[config.mk]
export PLATFORM = sky130hd
export DESIGN_NAME = mtime_timer_flat
export DESIGN_NICKNAME = d
export VERILOG_FILES = /design/src/rtl/mtime_timer_if.sv /design/src/rtl/mtime_timer.sv /design/src/flat_wrapper.sv
export SDC_FILE = /design/constraint.sdc
export NUM_CORES = 1
export LEC_CHECK = 0
export ABC_AREA = 1
export BUFFER_PORTS_ARGS = -buffer_cell sky130_fd_sc_hd__buf_4
export CORE_MARGIN = 2
export CORE_UTILIZATION = 55
export DETAILED_ROUTE_END_ITERATION = 8
export GPL_ROUTABILITY_DRIVEN = 0
export PLACE_DENSITY = 0.73
export SLEW_MARGIN = 20
export SYNTH_ARGS = -nofsm -noshare
export SYNTH_HDL_FRONTEND = slang
export SYNTH_SLANG_ARGS = --single-unit
[constraint.sdc]
create_clock -name clk_sys_i -period 7.4 [get_ports clk_sys_i]
set_input_delay 2.22 -clock clk_sys_i [delete_from_list [all_inputs] [get_ports clk_sys_i]]
set_output_delay 2.22 -clock clk_sys_i [all_outputs]
set_load 0.005 [all_outputs]
[src/rtl/mtime_timer_if.sv]
// Register bus for mtime_timer: single-cycle request strobe, registered ack
// one cycle later with read data. No back-pressure.
interface mtime_timer_if #(
    parameter int ADDR_W = 5
);
    logic              req_valid_i;
    logic              req_we_i;
    logic [ADDR_W-1:0] req_addr_i;
    logic [31:0]       req_wdata_i;
    logic              ack_o;
    logic [31:0]       rdata_o;

    modport master (
        output req_valid_i, req_we_i, req_addr_i, req_wdata_i,
        input  ack_o, rdata_o
    );

    modport slave (
        input  req_valid_i, req_we_i, req_addr_i, req_wdata_i,
        output ack_o, rdata_o
    );
endinterface

[src/rtl/mtime_timer.sv]
// mtime_timer: synchronizes the real-time tick square wave into clk_sys_i,
// advances a 64-bit mtime, holds mtime/mtimecmp behind a small register bus
// and raises MTIP when mtime >= mtimecmp.
// Optional feature macro: MTIME_MSIP_EN (adds msip register at 0x10 and msip_o).
module mtime_timer #(
    parameter int ADDR_W  = 5,
    parameter int SYNC_FF = 2
) (
    input  logic          clk_sys_i,
    input  logic          rst_n_i,
    input  logic          clk_real_time_i,
    mtime_timer_if.slave  bus,
    output logic          mtip_o
`ifdef MTIME_MSIP_EN
    ,
    output logic          msip_o
`endif
);
    localparam logic [ADDR_W-1:0] A_TIME_LO = ADDR_W'(5'h00);
    localparam logic [ADDR_W-1:0] A_TIME_HI = ADDR_W'(5'h04);
    localparam logic [ADDR_W-1:0] A_CMP_LO  = ADDR_W'(5'h08);
    localparam logic [ADDR_W-1:0] A_CMP_HI  = ADDR_W'(5'h0C);
`ifdef MTIME_MSIP_EN
    localparam logic [ADDR_W-1:0] A_MSIP    = ADDR_W'(5'h10);
`endif

    logic [SYNC_FF-1:0] sync_q;
    logic               hist_q;
    logic               tick;
    logic [63:0]        mtime_q, mtime_d;
    logic [63:0]        mtimecmp_q, mtimecmp_d;
    logic               mtip_q, mtip_d;
    logic               ack_q, ack_d;
    logic [31:0]        rdata_q, rdata_d;
    logic [31:0]        rd_val;
    logic               wr;
`ifdef MTIME_MSIP_EN
    logic               msip_q, msip_d;
`endif

    // Synchronizer chain plus history flop; the rising edge becomes a one-cycle tick.
    always_ff @(posedge clk_sys_i or negedge rst_n_i) begin
        if (!rst_n_i) begin
            sync_q <= '0;
            hist_q <= 1'b0;
        end else begin
            sync_q <= {sync_q[SYNC_FF-2:0], clk_real_time_i};
            hist_q <= sync_q[SYNC_FF-1];
        end
    end

    assign tick = sync_q[SYNC_FF-1] & ~hist_q;
    assign wr   = bus.req_valid_i & bus.req_we_i;

    // Read mux on current register values; unmapped offsets read zero.
    always_comb begin
        rd_val = 32'h0;
        case (bus.req_addr_i)
            A_TIME_LO: rd_val = mtime_q[31:0];
            A_TIME_HI: rd_val = mtime_q[63:32];
            A_CMP_LO:  rd_val = mtimecmp_q[31:0];
            A_CMP_HI:  rd_val = mtimecmp_q[63:32];
`ifdef MTIME_MSIP_EN
            A_MSIP:    rd_val = {31'h0, msip_q};
`endif
            default:   rd_val = 32'h0;
        endcase
    end

    // Next-state: a write to either mtime half overrides (and swallows) a same-cycle tick.
    always_comb begin
        mtime_d    = tick ? mtime_q + 64'd1 : mtime_q;
        mtimecmp_d = mtimecmp_q;
`ifdef MTIME_MSIP_EN
        msip_d     = msip_q;
`endif
        if (wr) begin
            case (bus.req_addr_i)
                A_TIME_LO: mtime_d = {mtime_q[63:32], bus.req_wdata_i};
                A_TIME_HI: mtime_d = {bus.req_wdata_i, mtime_q[31:0]};
                A_CMP_LO:  mtimecmp_d = {mtimecmp_q[63:32], bus.req_wdata_i};
                A_CMP_HI:  mtimecmp_d = {bus.req_wdata_i, mtimecmp_q[31:0]};
`ifdef MTIME_MSIP_EN
                A_MSIP:    msip_d = bus.req_wdata_i[0];
`endif
                default:   ;
            endcase
        end
        mtip_d  = (mtime_d >= mtimecmp_d);
        ack_d   = bus.req_valid_i;
        rdata_d = bus.req_valid_i ? rd_val : 32'h0;
    end

    // Architectural registers and registered bus response.
    always_ff @(posedge clk_sys_i or negedge rst_n_i) begin
        if (!rst_n_i) begin
            mtime_q    <= 64'h0;
            mtimecmp_q <= 64'hFFFF_FFFF_FFFF_FFFF;
            mtip_q     <= 1'b0;
            ack_q      <= 1'b0;
            rdata_q    <= 32'h0;
`ifdef MTIME_MSIP_EN
            msip_q     <= 1'b0;
`endif
        end else begin
            mtime_q    <= mtime_d;
            mtimecmp_q <= mtimecmp_d;
            mtip_q     <= mtip_d;
            ack_q      <= ack_d;
            rdata_q    <= rdata_d;
`ifdef MTIME_MSIP_EN
            msip_q     <= msip_d;
`endif
        end
    end

    assign bus.ack_o   = ack_q;
    assign bus.rdata_o = rdata_q;
    assign mtip_o      = mtip_q;
`ifdef MTIME_MSIP_EN
    assign msip_o      = msip_q;
`endif
endmodule
[src/flat_wrapper.sv]
// flat-port wrapper written by rule: the top's interface ports become plain ports
module mtime_timer_flat 
#(
    parameter int ADDR_W  = 5,
    parameter int SYNC_FF = 2
)
  (clk_sys_i, rst_n_i, clk_real_time_i, mtip_o, bus_req_valid_i, bus_req_we_i, bus_req_addr_i, bus_req_wdata_i, bus_ack_o, bus_rdata_o);
  mtime_timer_if #(.ADDR_W(ADDR_W)) bus_i ();
  input  logic clk_sys_i;
  input  logic rst_n_i;
  input  logic clk_real_time_i;
  output logic mtip_o;
  input wire logic [$bits(bus_i.req_valid_i)-1:0] bus_req_valid_i;
  input wire logic [$bits(bus_i.req_we_i)-1:0] bus_req_we_i;
  input wire logic [$bits(bus_i.req_addr_i)-1:0] bus_req_addr_i;
  input wire logic [$bits(bus_i.req_wdata_i)-1:0] bus_req_wdata_i;
  output wire logic [$bits(bus_i.ack_o)-1:0] bus_ack_o;
  output wire logic [$bits(bus_i.rdata_o)-1:0] bus_rdata_o;
  assign bus_i.req_valid_i = bus_req_valid_i;
  assign bus_i.req_we_i = bus_req_we_i;
  assign bus_i.req_addr_i = bus_req_addr_i;
  assign bus_i.req_wdata_i = bus_req_wdata_i;
  assign bus_ack_o = bus_i.ack_o;
  assign bus_rdata_o = bus_i.rdata_o;
  mtime_timer #(.ADDR_W(ADDR_W), .SYNC_FF(SYNC_FF)) u_core (.clk_sys_i(clk_sys_i), .rst_n_i(rst_n_i), .clk_real_time_i(clk_real_time_i), .bus(bus_i), .mtip_o(mtip_o));
endmodule
After elaboration in Yosys (flattened, before gate mapping)
Cells that the tools add are included.
W data, S select, Z words.
{"block": "totals", "register_bits": 165, "out_inout_bits": 34}
{"block": "op_classes", "add_sub_neg": 1, "n_bitwise": 3, "eq_ne": 3, "n_mux": 7, "reduce_logical": 1, "magnitude_cmp": 1}
{"op": "$pmux W64 S2", "n": 2}
{"op": "$mux W64", "n": 3}
{"op": "$pmux W32 S4", "n": 1}
{"op": "$add A64 B1 Y64 const B", "n": 1}
{"op": "$ge A64 B64 Y1", "n": 1}
{"op": "$mux W32", "n": 1}
{"op": "$eq A5 B4 Y1 const B", "n": 2}
{"op": "$eq A5 B3 Y1 const B", "n": 1}
{"op": "$logic_not A5 Y1", "n": 1}
{"op": "$and A1 B1 Y1", "n": 2}
{"op": "$not A1 Y1", "n": 1}

Depth between registers and ports, before layout
{"block": "logic_depth", "ltp_word": 6, "ltp_mapped": 23}

Least setup slack after synthesis
OpenSTA, ideal clock, no wires.
{"block": "synth_timing", "path_kind": "input-to-reg", "startpoint": "input bus_req_addr_i[0]", "endpoint": "register u_core.mtip_q (netlist: u_core.mtip_o)", "path_slack_ns": 3.162, "t_arrival_ns": 4.173, "required_time_ns": 7.335, "cell_stages": 19, "path_cell_list": "inv_1 > nand2_1 > nor3_1 > nand2_1 > buf_2 > clkbuf_1 > o22ai_1 > inv_1 > ha_1 > nand2_1 > inv_1 > nand3_1 > nor3_1 > nand3_1 > nor2_1 > nand2_1 > nand2_1 > nor2_1 > nand2_1"}
{"block": "synth_via", "elab_chain_len": 4}
{"element": "start, declared", "line_no": "flat_wrapper.sv:15", "source": "input wire logic [$bits(bus_i.req_addr_i)-1:0] bus_req_addr_i;"}
{"element": "$eq A5 B4 Y1", "line_no": "mtime_timer.sv:78", "source": "case (bus.req_addr_i)"}
{"element": "$pmux W64 S2 (*)", "line_no": "mtime_timer.sv:78"}
{"element": "$mux W64 (*)", "line_no": "mtime_timer.sv:77", "source": "if (wr) begin"}
{"element": "net u_core.mtimecmp_d[59]", "line_no": "mtime_timer.sv:31", "source": "logic [63:0] mtimecmp_q, mtimecmp_d;"}
{"element": "$ge A64 B64 Y1 (*)", "line_no": "mtime_timer.sv:89", "source": "mtip_d = (mtime_d >= mtimecmp_d);"}
{"element": "net u_core.mtip_d", "line_no": "mtime_timer.sv:32", "source": "logic mtip_q, mtip_d;"}
{"element": "end signal, assigned", "line_no": "mtime_timer.sv:108", "source": "mtip_q <= mtip_d;"}
{"element": "end, declared", "line_no": "mtime_timer.sv:32"}
Mark *: on every way through the listed nets, which the timed path passes. The rest lies on a longest branch.

Worst setup path after layout
{"block": "layout_timing", "startpoint": "input bus_req_addr_i[2]", "endpoint": "register u_core.mtip_q (netlist: u_core.mtip_o)"}
{"block": "layout_via", "elab_chain_len": 4}
{"element": "$eq A5 B3 Y1 or $logic_not A5 Y1 (tied branches)", "line_no": "mtime_timer.sv:78"}
{"element": "$pmux W64 S2 (*)", "line_no": "mtime_timer.sv:78"}
{"element": "$mux W64 (*)", "line_no": "mtime_timer.sv:77"}
{"element": "net u_core.mtime_d[13]", "line_no": "mtime_timer.sv:30", "source": "logic [63:0] mtime_q, mtime_d;"}
{"element": "$ge A64 B64 Y1 (*)", "line_no": "mtime_timer.sv:89"}
{"element": "net u_core.mtip_d", "line_no": "mtime_timer.sv:32"}
Marked as above.

==> flow_summary_export.csv <==
group,metric,value,unit
logic_synthesis,yosysSeqAreaShare,37.6,%
drt,viasPerCell,5.87,
place,portBuffers,75,
die,row_count,52,
cts,cts_sinks,165,
worst_setup_path,end_kind,"register",
power,ir_drop,151,uV
worst_setup_path,r2r-end,"u_core.mtip_o",
drt,drtIter0Drc,1414,
grt,first_global_vias,10500,
sta,hold_viol,0,
logic_synthesis,synth_warnings,0,
worst_setup_path,slowest_delay,0.74,ns
worst_setup_path,path_cells,"buf_4 > inv_1 > buf_4 > nor2_2 > buf_4 > a221oi_1 > a21oi_1 > ha_1 > nand4_1 > nor3_1 > nand3_1 > nor2_1 > nor2_1 > nand2_1 > nand2_1 > nand2_1",
sta,finalCriticalPeriod,5.45,ns
logic_synthesis,synth_top_area_share,22.6,%
grt,grt_pass1_wl,56000,um
die,dieArea,21500,um^2
outcome,status,"finished, final reports clean",
drt,routedWlPerCell,18.9,um
die,io_pins,76,
drt,drtAntennaViolNets,0,
grt,track_usage,33.3,%
logic_synthesis,yosysMostFrequentCell,"inv_1",
logic_synthesis,syn_inst,1549,
layout,fin_util,62.6,%
logic_synthesis,async_reset_ff_share,100,%
layout,diodes,0,
cts,numCtsBuffers,17,
worst_setup_path,cpLargestDelayFamily,"simple AND/OR/NAND/NOR gates",
layout,final_nets,1707,
logic_synthesis,yosys.area.top_type,"dfrtp_1",
logic_synthesis,synth_nets,1656,
sta,fin_hold_ws,0.355,ns
worst_setup_path,start_kind,"input port",
worst_setup_path,ff2ff_path_depth,19,
cts,insertion_delay,0.44,ns
logic_synthesis,syn_area,11200,um^2
cts,post_cts_resized,0,
min_path,min_to,"u_core.sync_q[1]",
sta,max_freq,184,MHz
worst_setup_path,r2r_slack,3.79,ns
layout,seq_area,4210,um^2
logic_synthesis,synth_area_leaders,"dfrtp_1, dfstp_2, inv_1",
drt,postRouteWirelength,35600,um
grt,antenna_found_initial,0,
worst_setup_path,crit_type,"in -> reg",
logic_synthesis,synth_common_cells,"inv_1, nand2_1, nor2_1, o22ai_1, dfrtp_1",
power,total_power,3.05,mW
cts,post_cts_buffers,0,
layout,multiInputGateArea,5520,um^2
logic_synthesis,ys_ff_latch,165,
drt,dr.pass1.iters,7,
die,die_h,147,um
sta,clock_skew,0.00597,ns
die,initial_utilization,55.6,%
drt,via_count,11100,
cts,clock_path_buffers,2,
worst_setup_path,cp_max_fo,33,
sta,finalMaxSlewViolations,0,
min_path,hold_depth,0,
logic_synthesis,avgSynthCellArea,7.22,um^2
drt,drc,0,
layout,syn2layout_area_growth,12.5,%
sta,fin_crit_sh,73.6,%
logic_synthesis,synth_edf_count,0,
worst_setup_path,worst-path-buf-inv,4,
logic_synthesis,synth-main-ff-cell,"dfrtp_1",
worst_setup_path,cp_slowest_cell,"nor2_2",
worst_setup_path,r2r_start,"u_core.mtime_q[0]",
logic_synthesis,synthDistinctLibCells,36,
cts,cts.clk_slew.worst_paths,0.07,ns
job,max_cap_viol_count,0,
worst_setup_path,worstPathRequired,7.78,ns
sta,relSlewSlack,28.7,%
grt,grt_overflow,0,
sta,worstMarginPinSlew,1.07,ns
layout,nFillCells,1819,
layout,drive_above_1_share,14.2,%
sta,fin_tns_setup,0,ns
die,dieWidth,147,um
power,p_per_area,243,nW/um^2
die,core-area,20100,um^2
cts,root_buffer,"clkbuf_16",
cts,htreeDepth,4,
sta,grt_setup_unrepaired,"no",
grt,grt_max_degree,107,
power,p_leak,6.64,nW
place,post-dp-hpwl,25300,um
cts,ctsHoldBuffers,0,
worst_setup_path,cp.arrival,5.82,ns
min_path,min_from,"u_core.sync_q[0]",
cts,cts_tree,"yes",
min_path,hp-class,"reg -> reg",
sta,finalSetupViolCount,0,
## power breakdown
part | leakage, nW | switching (mW) | internal (mW)
clock network | 0.279 | 0.393 | 0.526
logic | 4.44 | 0.593 | 0.307
registers | 1.92 | 0.131 | 1.11
total | 6.64 | 1.12 | 1.94
## kinds of logic after synthesis
group           count (synthesis)  share of synthesized area (%)
simple gates                  627                           23.9
flops                         165                           37.6
compound gates                278                           15.9
buf+inv                       387                           13.2
xor+xnor                       27                           2.11
fa+ha+maj                      65                           7.27
## layout by cell type (no fill, tap or decap), drive strengths merged, types with 4 or more instances in the layout
| master | count |
|---|---|
| nand3 | 64 |
| o22ai | 123 |
| nand2 | 264 |
| dfrtp | 101 |
| nand4 | 19 |
| inv | 331 |
| nor2 | 251 |
| a211oi | 4 |
| dfstp | 64 |
| clkbuf | 22 |
| o221ai | 28 |
| ha | 65 |
| a21oi | 47 |
| buf | 89 |
| xor2 | 27 |
| a221oi | 19 |
| a22oi | 6 |
| clkinvlp | 4 |
| o21ai | 40 |
| nor3 | 22 |
## how the worst max path moves through the flow
stage | end | cells after the start | from
3_5_place_dp | u_core.mtip_o | 16 | bus_req_addr_i[2]
2_1_floorplan | u_core.mtip_o | 19 | bus_req_addr_i[0]
6_report | u_core.mtip_o | 16 | bus_req_addr_i[2]
3_3_place_gp | u_core.mtip_o | 16 | bus_req_addr_i[2]
5_1_grt | u_core.mtip_o | 17 | bus_req_addr_i[2]
4_1_cts | u_core.mtip_o | 16 | bus_req_addr_i[2]
## state kept, by name, indices dropped and copies added (netlist names)
register            cells
u_core.bus.ack_o        1
u_core.mtip_o           1
u_core.mtime_q         64
u_core.sync_q           2
u_core.mtimecmp_q      64
u_core.bus.rdata_o     32
u_core.hist_q           1
## layer usage
layer	global-route usage, %	part of all wire (%)	up-vias
met5	0	0	-
met4	15.8	4.4	0
met3	6.28	9.0	121
met2	49.9	44	589
met1	46.6	42	5221
li1	-	-	5125
## stage by stage
| stage | cells | setup slack (ns) | instance area (um^2) |
|---|---|---|---|
| after floorplan | 1549 | 3.16 | 11200 |
| after global placement | 1850 | 1.76 | 12000 |
| after detailed placement | 1850 | 1.74 | 12000 |
| after CTS | 1882 | 2.14 | 12600 |
| after global routing | 1883 | 1.93 | 12600 |
| final | 1883 | 1.95 | 12600 |
## area by class of cell
type                            count  area share, %
Clock buffer                       22           3.77
Clock inverter                     10          0.964
Inverter                          330           9.84
Multi-Input combinational cell    997           43.8
Sequential cell                   165           33.4
Tap cell                          270           2.68
Timing Repair Buffer               89           5.50
(Power assumes the default switching activity.)
